File: src/rtl/adma_xfer_engine.sv
// ADMA data mover between system RAM and the card-side FIFO, one descriptor per start.
// Defining ADMA_XFER_WATCHDOG_EN adds a stall watchdog that ends the transfer with xfer_error.

module adma_xfer_engine #(
    parameter int DATA_WIDTH  = 32,
    parameter int ADDR_WIDTH  = 64,
    parameter int LEN_WIDTH   = 16,
    parameter int WDOG_CYCLES = 1024
) (
    input  logic                    CLK,
    input  logic                    RESET_N,
    input  logic                    start,
    input  logic                    direction,
    input  logic                    abort,
    input  logic [ADDR_WIDTH-1:0]   address_init,
    input  logic [LEN_WIDTH-1:0]    length,
    output logic [ADDR_WIDTH-1:0]   ram_address,
    output logic                    ram_read,
    output logic                    ram_write,
    output logic [DATA_WIDTH/8-1:0] ram_be,
    input  logic [DATA_WIDTH-1:0]   data_from_ram,
    output logic [DATA_WIDTH-1:0]   data_to_ram,
    output logic                    fifo_read,
    output logic                    fifo_write,
    input  logic [DATA_WIDTH-1:0]   data_from_fifo,
    output logic [DATA_WIDTH-1:0]   data_to_fifo,
    input  logic                    fifo_full,
    input  logic                    fifo_empty,
    output logic                    busy,
    output logic                    TFC,
    output logic                    aborted,
    output logic                    xfer_error
);

    localparam int BYTES  = DATA_WIDTH / 8;
    localparam int BSHIFT = $clog2(BYTES);
    localparam int WW     = LEN_WIDTH + 1;

    typedef enum logic [2:0] {
        IDLE,
        R2F_RD,
        R2F_WR,
        F2R,
        DONE
    } state_t;

    state_t                  state_q, state_d;
    logic [ADDR_WIDTH-1:0]   addr_q, addr_d;
    logic [WW-1:0]           words_q, words_d;
    logic [BSHIFT-1:0]       rem_q, rem_d;

    logic [WW-1:0]           len_full;
    logic [WW-1:0]           words_init;
    logic [BYTES-1:0]        be_last;
    logic [BYTES-1:0]        be_word;
    logic                    stall;
    logic                    moved;

`ifdef ADMA_XFER_WATCHDOG_EN
    localparam int WDW = $clog2(WDOG_CYCLES + 1);
    logic [WDW-1:0]          wdog_q, wdog_d;
`else
    localparam int unused_wdog_cycles = WDOG_CYCLES;
    logic                    unused_flags;
    assign unused_flags = stall | moved;
`endif

    // A length of zero stands for the full 2**LEN_WIDTH bytes, hence the extra bit.
    assign len_full    = (length == '0) ? {1'b1, {LEN_WIDTH{1'b0}}} : {1'b0, length};
    assign words_init  = (len_full + WW'(BYTES - 1)) >> BSHIFT;
    assign ram_address = addr_q;
    assign busy        = (state_q != IDLE);

    always_comb begin
        for (int i = 0; i < BYTES; i++) begin
            be_last[i] = (i < int'(rem_q));
        end
        be_word = ((words_q == WW'(1)) && (rem_q != '0)) ? be_last : '1;
    end

    // Data is forwarded in the same cycle as its strobe so push/write and word stay aligned.
    always_comb begin
        state_d      = state_q;
        addr_d       = addr_q;
        words_d      = words_q;
        rem_d        = rem_q;
        ram_read     = 1'b0;
        ram_write    = 1'b0;
        ram_be       = '0;
        data_to_ram  = '0;
        fifo_read    = 1'b0;
        fifo_write   = 1'b0;
        data_to_fifo = '0;
        TFC          = 1'b0;
        aborted      = 1'b0;
        xfer_error   = 1'b0;
        stall        = 1'b0;
        moved        = 1'b0;

        case (state_q)
            IDLE: begin
                if (start) begin
                    addr_d  = address_init;
                    words_d = words_init;
                    rem_d   = length[BSHIFT-1:0];
                    state_d = direction ? F2R : R2F_RD;
                end
            end
            R2F_RD: begin
                if (abort) begin
                    state_d = DONE;
                end else if (!fifo_full) begin
                    ram_read = 1'b1;
                    state_d  = R2F_WR;
                end else begin
                    stall = 1'b1;
                end
            end
            R2F_WR: begin
                fifo_write   = 1'b1;
                data_to_fifo = data_from_ram;
                addr_d       = addr_q + ADDR_WIDTH'(BYTES);
                words_d      = words_q - WW'(1);
                moved        = 1'b1;
                state_d      = ((words_q == WW'(1)) || abort) ? DONE : R2F_RD;
            end
            F2R: begin
                if (!fifo_empty) begin
                    fifo_read   = 1'b1;
                    ram_write   = 1'b1;
                    ram_be      = be_word;
                    data_to_ram = data_from_fifo;
                    addr_d      = addr_q + ADDR_WIDTH'(BYTES);
                    words_d     = words_q - WW'(1);
                    moved       = 1'b1;
                    state_d     = ((words_q == WW'(1)) || abort) ? DONE : F2R;
                end else if (abort) begin
                    state_d = DONE;
                end else begin
                    stall = 1'b1;
                end
            end
            DONE: begin
                TFC     = (words_q == '0);
                aborted = (words_q != '0);
                state_d = IDLE;
            end
            default: state_d = IDLE;
        endcase

`ifdef ADMA_XFER_WATCHDOG_EN
        wdog_d = wdog_q;
        if ((state_q == IDLE) || moved) begin
            wdog_d = '0;
        end else if (stall) begin
            if (wdog_q == WDW'(WDOG_CYCLES - 1)) begin
                xfer_error = 1'b1;
                state_d    = IDLE;
                wdog_d     = '0;
            end else begin
                wdog_d = wdog_q + WDW'(1);
            end
        end
`endif
    end

    always_ff @(posedge CLK) begin
        if (!RESET_N) begin
            state_q <= IDLE;
            addr_q  <= '0;
            words_q <= '0;
            rem_q   <= '0;
`ifdef ADMA_XFER_WATCHDOG_EN
            wdog_q  <= '0;
`endif
        end else begin
            state_q <= state_d;
            addr_q  <= addr_d;
            words_q <= words_d;
            rem_q   <= rem_d;
`ifdef ADMA_XFER_WATCHDOG_EN
            wdog_q  <= wdog_d;
`endif
        end
    end

endmodule
File: config.mk
export PLATFORM = sky130hd
export DESIGN_NAME = adma_xfer_engine
export DESIGN_NICKNAME = d
export VERILOG_FILES = /design/src/rtl/adma_xfer_engine.sv
export SDC_FILE = /design/constraint.sdc
export NUM_CORES = 1
export LEC_CHECK = 0
export ABC_AREA = 1
export ABC_CLOCK_PERIOD_IN_PS = 2420
export CORE_ASPECT_RATIO = 1.5
export CORE_MARGIN = 2
export CORE_UTILIZATION = 45
export CTS_CLUSTER_DIAMETER = 120
export CTS_CLUSTER_SIZE = 30
export DETAILED_ROUTE_END_ITERATION = 8
export PLACE_DENSITY = 0.79
export SETUP_SLACK_MARGIN = 0.5
export SLEW_MARGIN = 20
export SYNTH_ARGS = -nofsm -noshare
export SYNTH_HDL_FRONTEND = slang
export SYNTH_SLANG_ARGS = --single-unit
File: constraint.sdc
create_clock -name CLK -period 2.42 [get_ports CLK]
set_input_delay 0.484 -clock CLK [delete_from_list [all_inputs] [get_ports CLK]]
set_output_delay 0.484 -clock CLK [all_outputs]
set_load 0.02 [all_outputs]
==> results of run 1 <==
==> area by class of cell <==
class | instances | share of cell area
multi-input cells | 1086 | 0.445
repair buffers | 376 | 0.320
inverters | 152 | 0.0465
clock buffers | 9 | 0.0180
clock inverters | 7 | 0.00838
well taps | 206 | 0.0206
flip-flops and latches | 86 | 0.141
diodes | 2 | 0.000399
==> worst register-to-register path: stages (launching register included) <==
cell and delay [ns]:
dfxtp_4 0.38, buf_4 0.16, nor3_4 0.28, nand2_2 0.18, nand2_4 0.12, nand2_8 0.12, inv_4 0.12, buf_12 0.17
o21ai_1 0.11, o21bai_1 0.18, a21oi_1 0.15
==> synthesized netlist by cell type, drive strengths merged <==
cell type / instances / area, um^2
nand2: 394 / 1500
nor2: 341 / 1340
inv: 152 / 571
nand3: 106 / 536
a21oi: 89 / 449
dfxtp: 86 / 1720
o21ai: 53 / 265
buf: 30 / 213
clkbuf: 24 / 90.1
nand4: 24 / 150
xor2: 19 / 166
nor3: 15 / 80.1
a31oi: 6 / 37.5
o21bai: 6 / 45.0
xnor2: 5 / 43.8
ha: 4 / 50.1
o211ai: 4 / 30.0
nor4: 3 / 18.8
o31ai: 3 / 22.5
or2: 3 / 18.8
a211oi: 2 / 25.0
nand3b: 2 / 15.0
o22ai: 2 / 12.5
a21o: 1 / 7.51
conb: 1 / 3.75
o21a: 1 / 7.51
o221ai: 1 / 15.0
==> worst max-delay path by stage <==
| stage | from | endpoint | slack (ns) |
|---|---|---|---|
| final | words_q[12] | TFC | 0.13 |
| after global routing | words_q[12] | TFC | 0.11 |
| after global placement | fifo_empty | data_to_ram[20] | -0.07 |
| after floorplan | state_q[1] | data_to_fifo[10] | 0.51 |
| after detailed placement | fifo_empty | data_to_ram[6] | -0.11 |
| after CTS | words_q[13] | ram_be[1] | 0.13 |
==> logic make-up (layout without fill, tap and decap cells) <==
group | count (synthesis) | after routing | share of synthesized area
AO/OA/AOI/OAI | 168 | 168 | 0.123
XOR/XNOR | 24 | 24 | 0.0283
adder cells (fa/ha/maj) | 4 | 4 | 0.00673
buffers and inverters | 206 | 544 | 0.117
flip-flops | 86 | 86 | 0.232
other | 1 | 3 | 0.000504
AND/OR/NAND/NOR | 888 | 889 | 0.492
==> power groups by stage <==
stage,Clock (uW),Combinational (uW),Sequential [uW]
2_1_floorplan,0,3470,2990
4_1_cts,1600,6420,2770
3_3_place_gp,0,6120,2760
5_1_grt,1650,8000,2920
3_5_place_dp,0,6210,2770
6_report,1610,7480,2880
==> per-layer routing <==
layer,track usage,wire [um],share of wire,vias to the layer above
li1,-,-,-,5022
met1,0.394,12600,0.34,4874
met2,0.658,18700,0.50,658
met3,0.0436,2860,0.077,212
met4,0.192,3130,0.084,0
met5,0,0,0,-
==> sequential cells by signal (all words and copies together) (netlist names) <==
name / flops
ram_address: 64
rem_q: 2
state_q: 3
words_q: 17
==> metrics by stage <==
step,cell area [um^2],utilization
floorplan,7680,-
global placement,10900,0.675
detailed placement,10900,0.675
CTS,11500,0.713
global route,12500,0.774
finish,12500,0.774
==> repair_timing <==
action | in CTS | in global routing
setup endpoints to repair | 197 | 153
pin swaps | 7 | 19
resized for setup | 432 | 272
endpoints found under the hold margin | 0 | 0
cloned | 5 | 9
buffers inserted | 10 | 22
==> results.yml, run 1 <==
power:
  intPower_uw: 6100
  switching_power_uw: 5870
  swShare: 0.490
  power.share.combinational: 0.625
  irDropWorstVdd_v: 0.000589
  clkPwrFrac: 0.134
  power_density_mw_per_mm2: 955
  finalPower_uw: 12000
  leakagePower_uw: 0.00534
  seqPwrFrac: 0.241
cts:
  hold_buffers: 0
  root_buffer: "clkbuf_16"
  clock_path_buffers: 2
  numCtsBuffers: 9
  cts_sinks: 86
  cts_tree: "done"
  clkTransAtPathRegs_ns: 0.07
  htree_levels: 3
  insertion_delay_ns: 0.36
routing:
  drc: 0
  vias_per_cell: 5.60
  drt-initial-drc-count: 919
  drt_wl_total_mm: 37.3
  post_drt_wl_per_cell_um: 19.4
  vias: 10800
  ant_nets: 0
  first_pass_iters: 6
global_routing:
  grt_usage: 0.360
  grt-ovfl-total: 0
  grt_pass1_wl_mm: 49.4
  antenna_found_initial: 1
  grt_pass1_vias: 9644
  grt_start_max_net_pins: 82
sta:
  maxSlewViolCount: 0
  finalHoldViolCount: 0
  whs_ns: 0.498
  finalCritPeriodShare: 0.945
  fin_worst_skew_ns: 0.00956
  fmax_mhz: 437
  setup-tns-final_ns: 0
  setup_violations: 0
  rsz0062_at_grt: "true"
  setup_slack_ns: 0.133
  fin_crit_ns: 2.29
die:
  rows: 57
  die_w_um: 109
  initial_core_util: 0.459
  die_h_um: 161
  core-area_mm2: 0.0162
  ioPinCount: 291
  die_area_mm2: 0.0176
worst_setup_path:
  r2r-start: "state_q[0]"
  slowest_delay_ns: 0.34
  ff2ff_setup_slack_ns: 0.37
  cp.buffers_inverters: 2
  rr_worst_depth: 10
  cp_data_arrival_time_ns: 1.80
  cp.depth: 7
  cp-start-kind: "register"
  end_kind: "output port"
  crit_required_ns: 1.94
  path_max_fanout: 3
  path_delay_family: "simple AND/OR/NAND/NOR gates"
  crit_path_top_delay_cell: "dfxtp_2"
  path_cells: "nor2_4 > nand3_2 > nor2_1 > buf_4 > nand4_1 > nor3_2 > buf_4"
  timing.rr.end: "ram_address[30]"
  path_class: "register to output port"
  crit_top_cell: "buf_4"
logic_synthesis:
  avgSynthCellArea_um2: 5.40
  synth_warnings: 0
  ys_types: 41
  syn_inst: 1377
  syn_nets: 1532
  yosysSeqAreaShare: 0.232
  netlist_area_mm2: 0.00743
  ys_ff_latch: 86
place:
  dp_hpwl_mm: 24.4
  place_congestion: 1.00
  io_buffers: 289
  dp_worst_setup_slack_ns: -0.105
  dp_cells: 1860
worst_hold_path:
  holdPathStages: 2
  hold_path.class: "register to register"
  hold_end: "ram_address[1]"
  worstHoldStart: "ram_address[1]"
flow_run:
  drv_cap: 0
finish:
  nets: 1866
  final_common_cell: "nand2_1"
  final_cell_mix: "nand2_1, nor2_1, clkdlybuf4s50_1, inv_1, nand3_1"
  final_layout_size_suffix_gt1_frac: 0.220
  nFillCells: 1242
  stdcell_count: 1924
  final-seq-area_mm2: 0.00177
  multi_input_area_mm2: 0.00558
  area_growth_pct: 68.6
status:
  outcome: "finished clean"
(Power assumes the default switching activity.)
==> run 2: changes to the inputs <==
--- a/config.mk
+++ b/config.mk
@@ -11,7 +11,6 @@
 export CORE_MARGIN = 2
 export CORE_UTILIZATION = 45
 export CTS_CLUSTER_DIAMETER = 120
-export CTS_CLUSTER_SIZE = 30
 export DETAILED_ROUTE_END_ITERATION = 8
 export PLACE_DENSITY = 0.79
 export SETUP_SLACK_MARGIN = 0.5
==> results of run 2 <==
The final DEF is identical to that of run 1; final timing and power are the same.
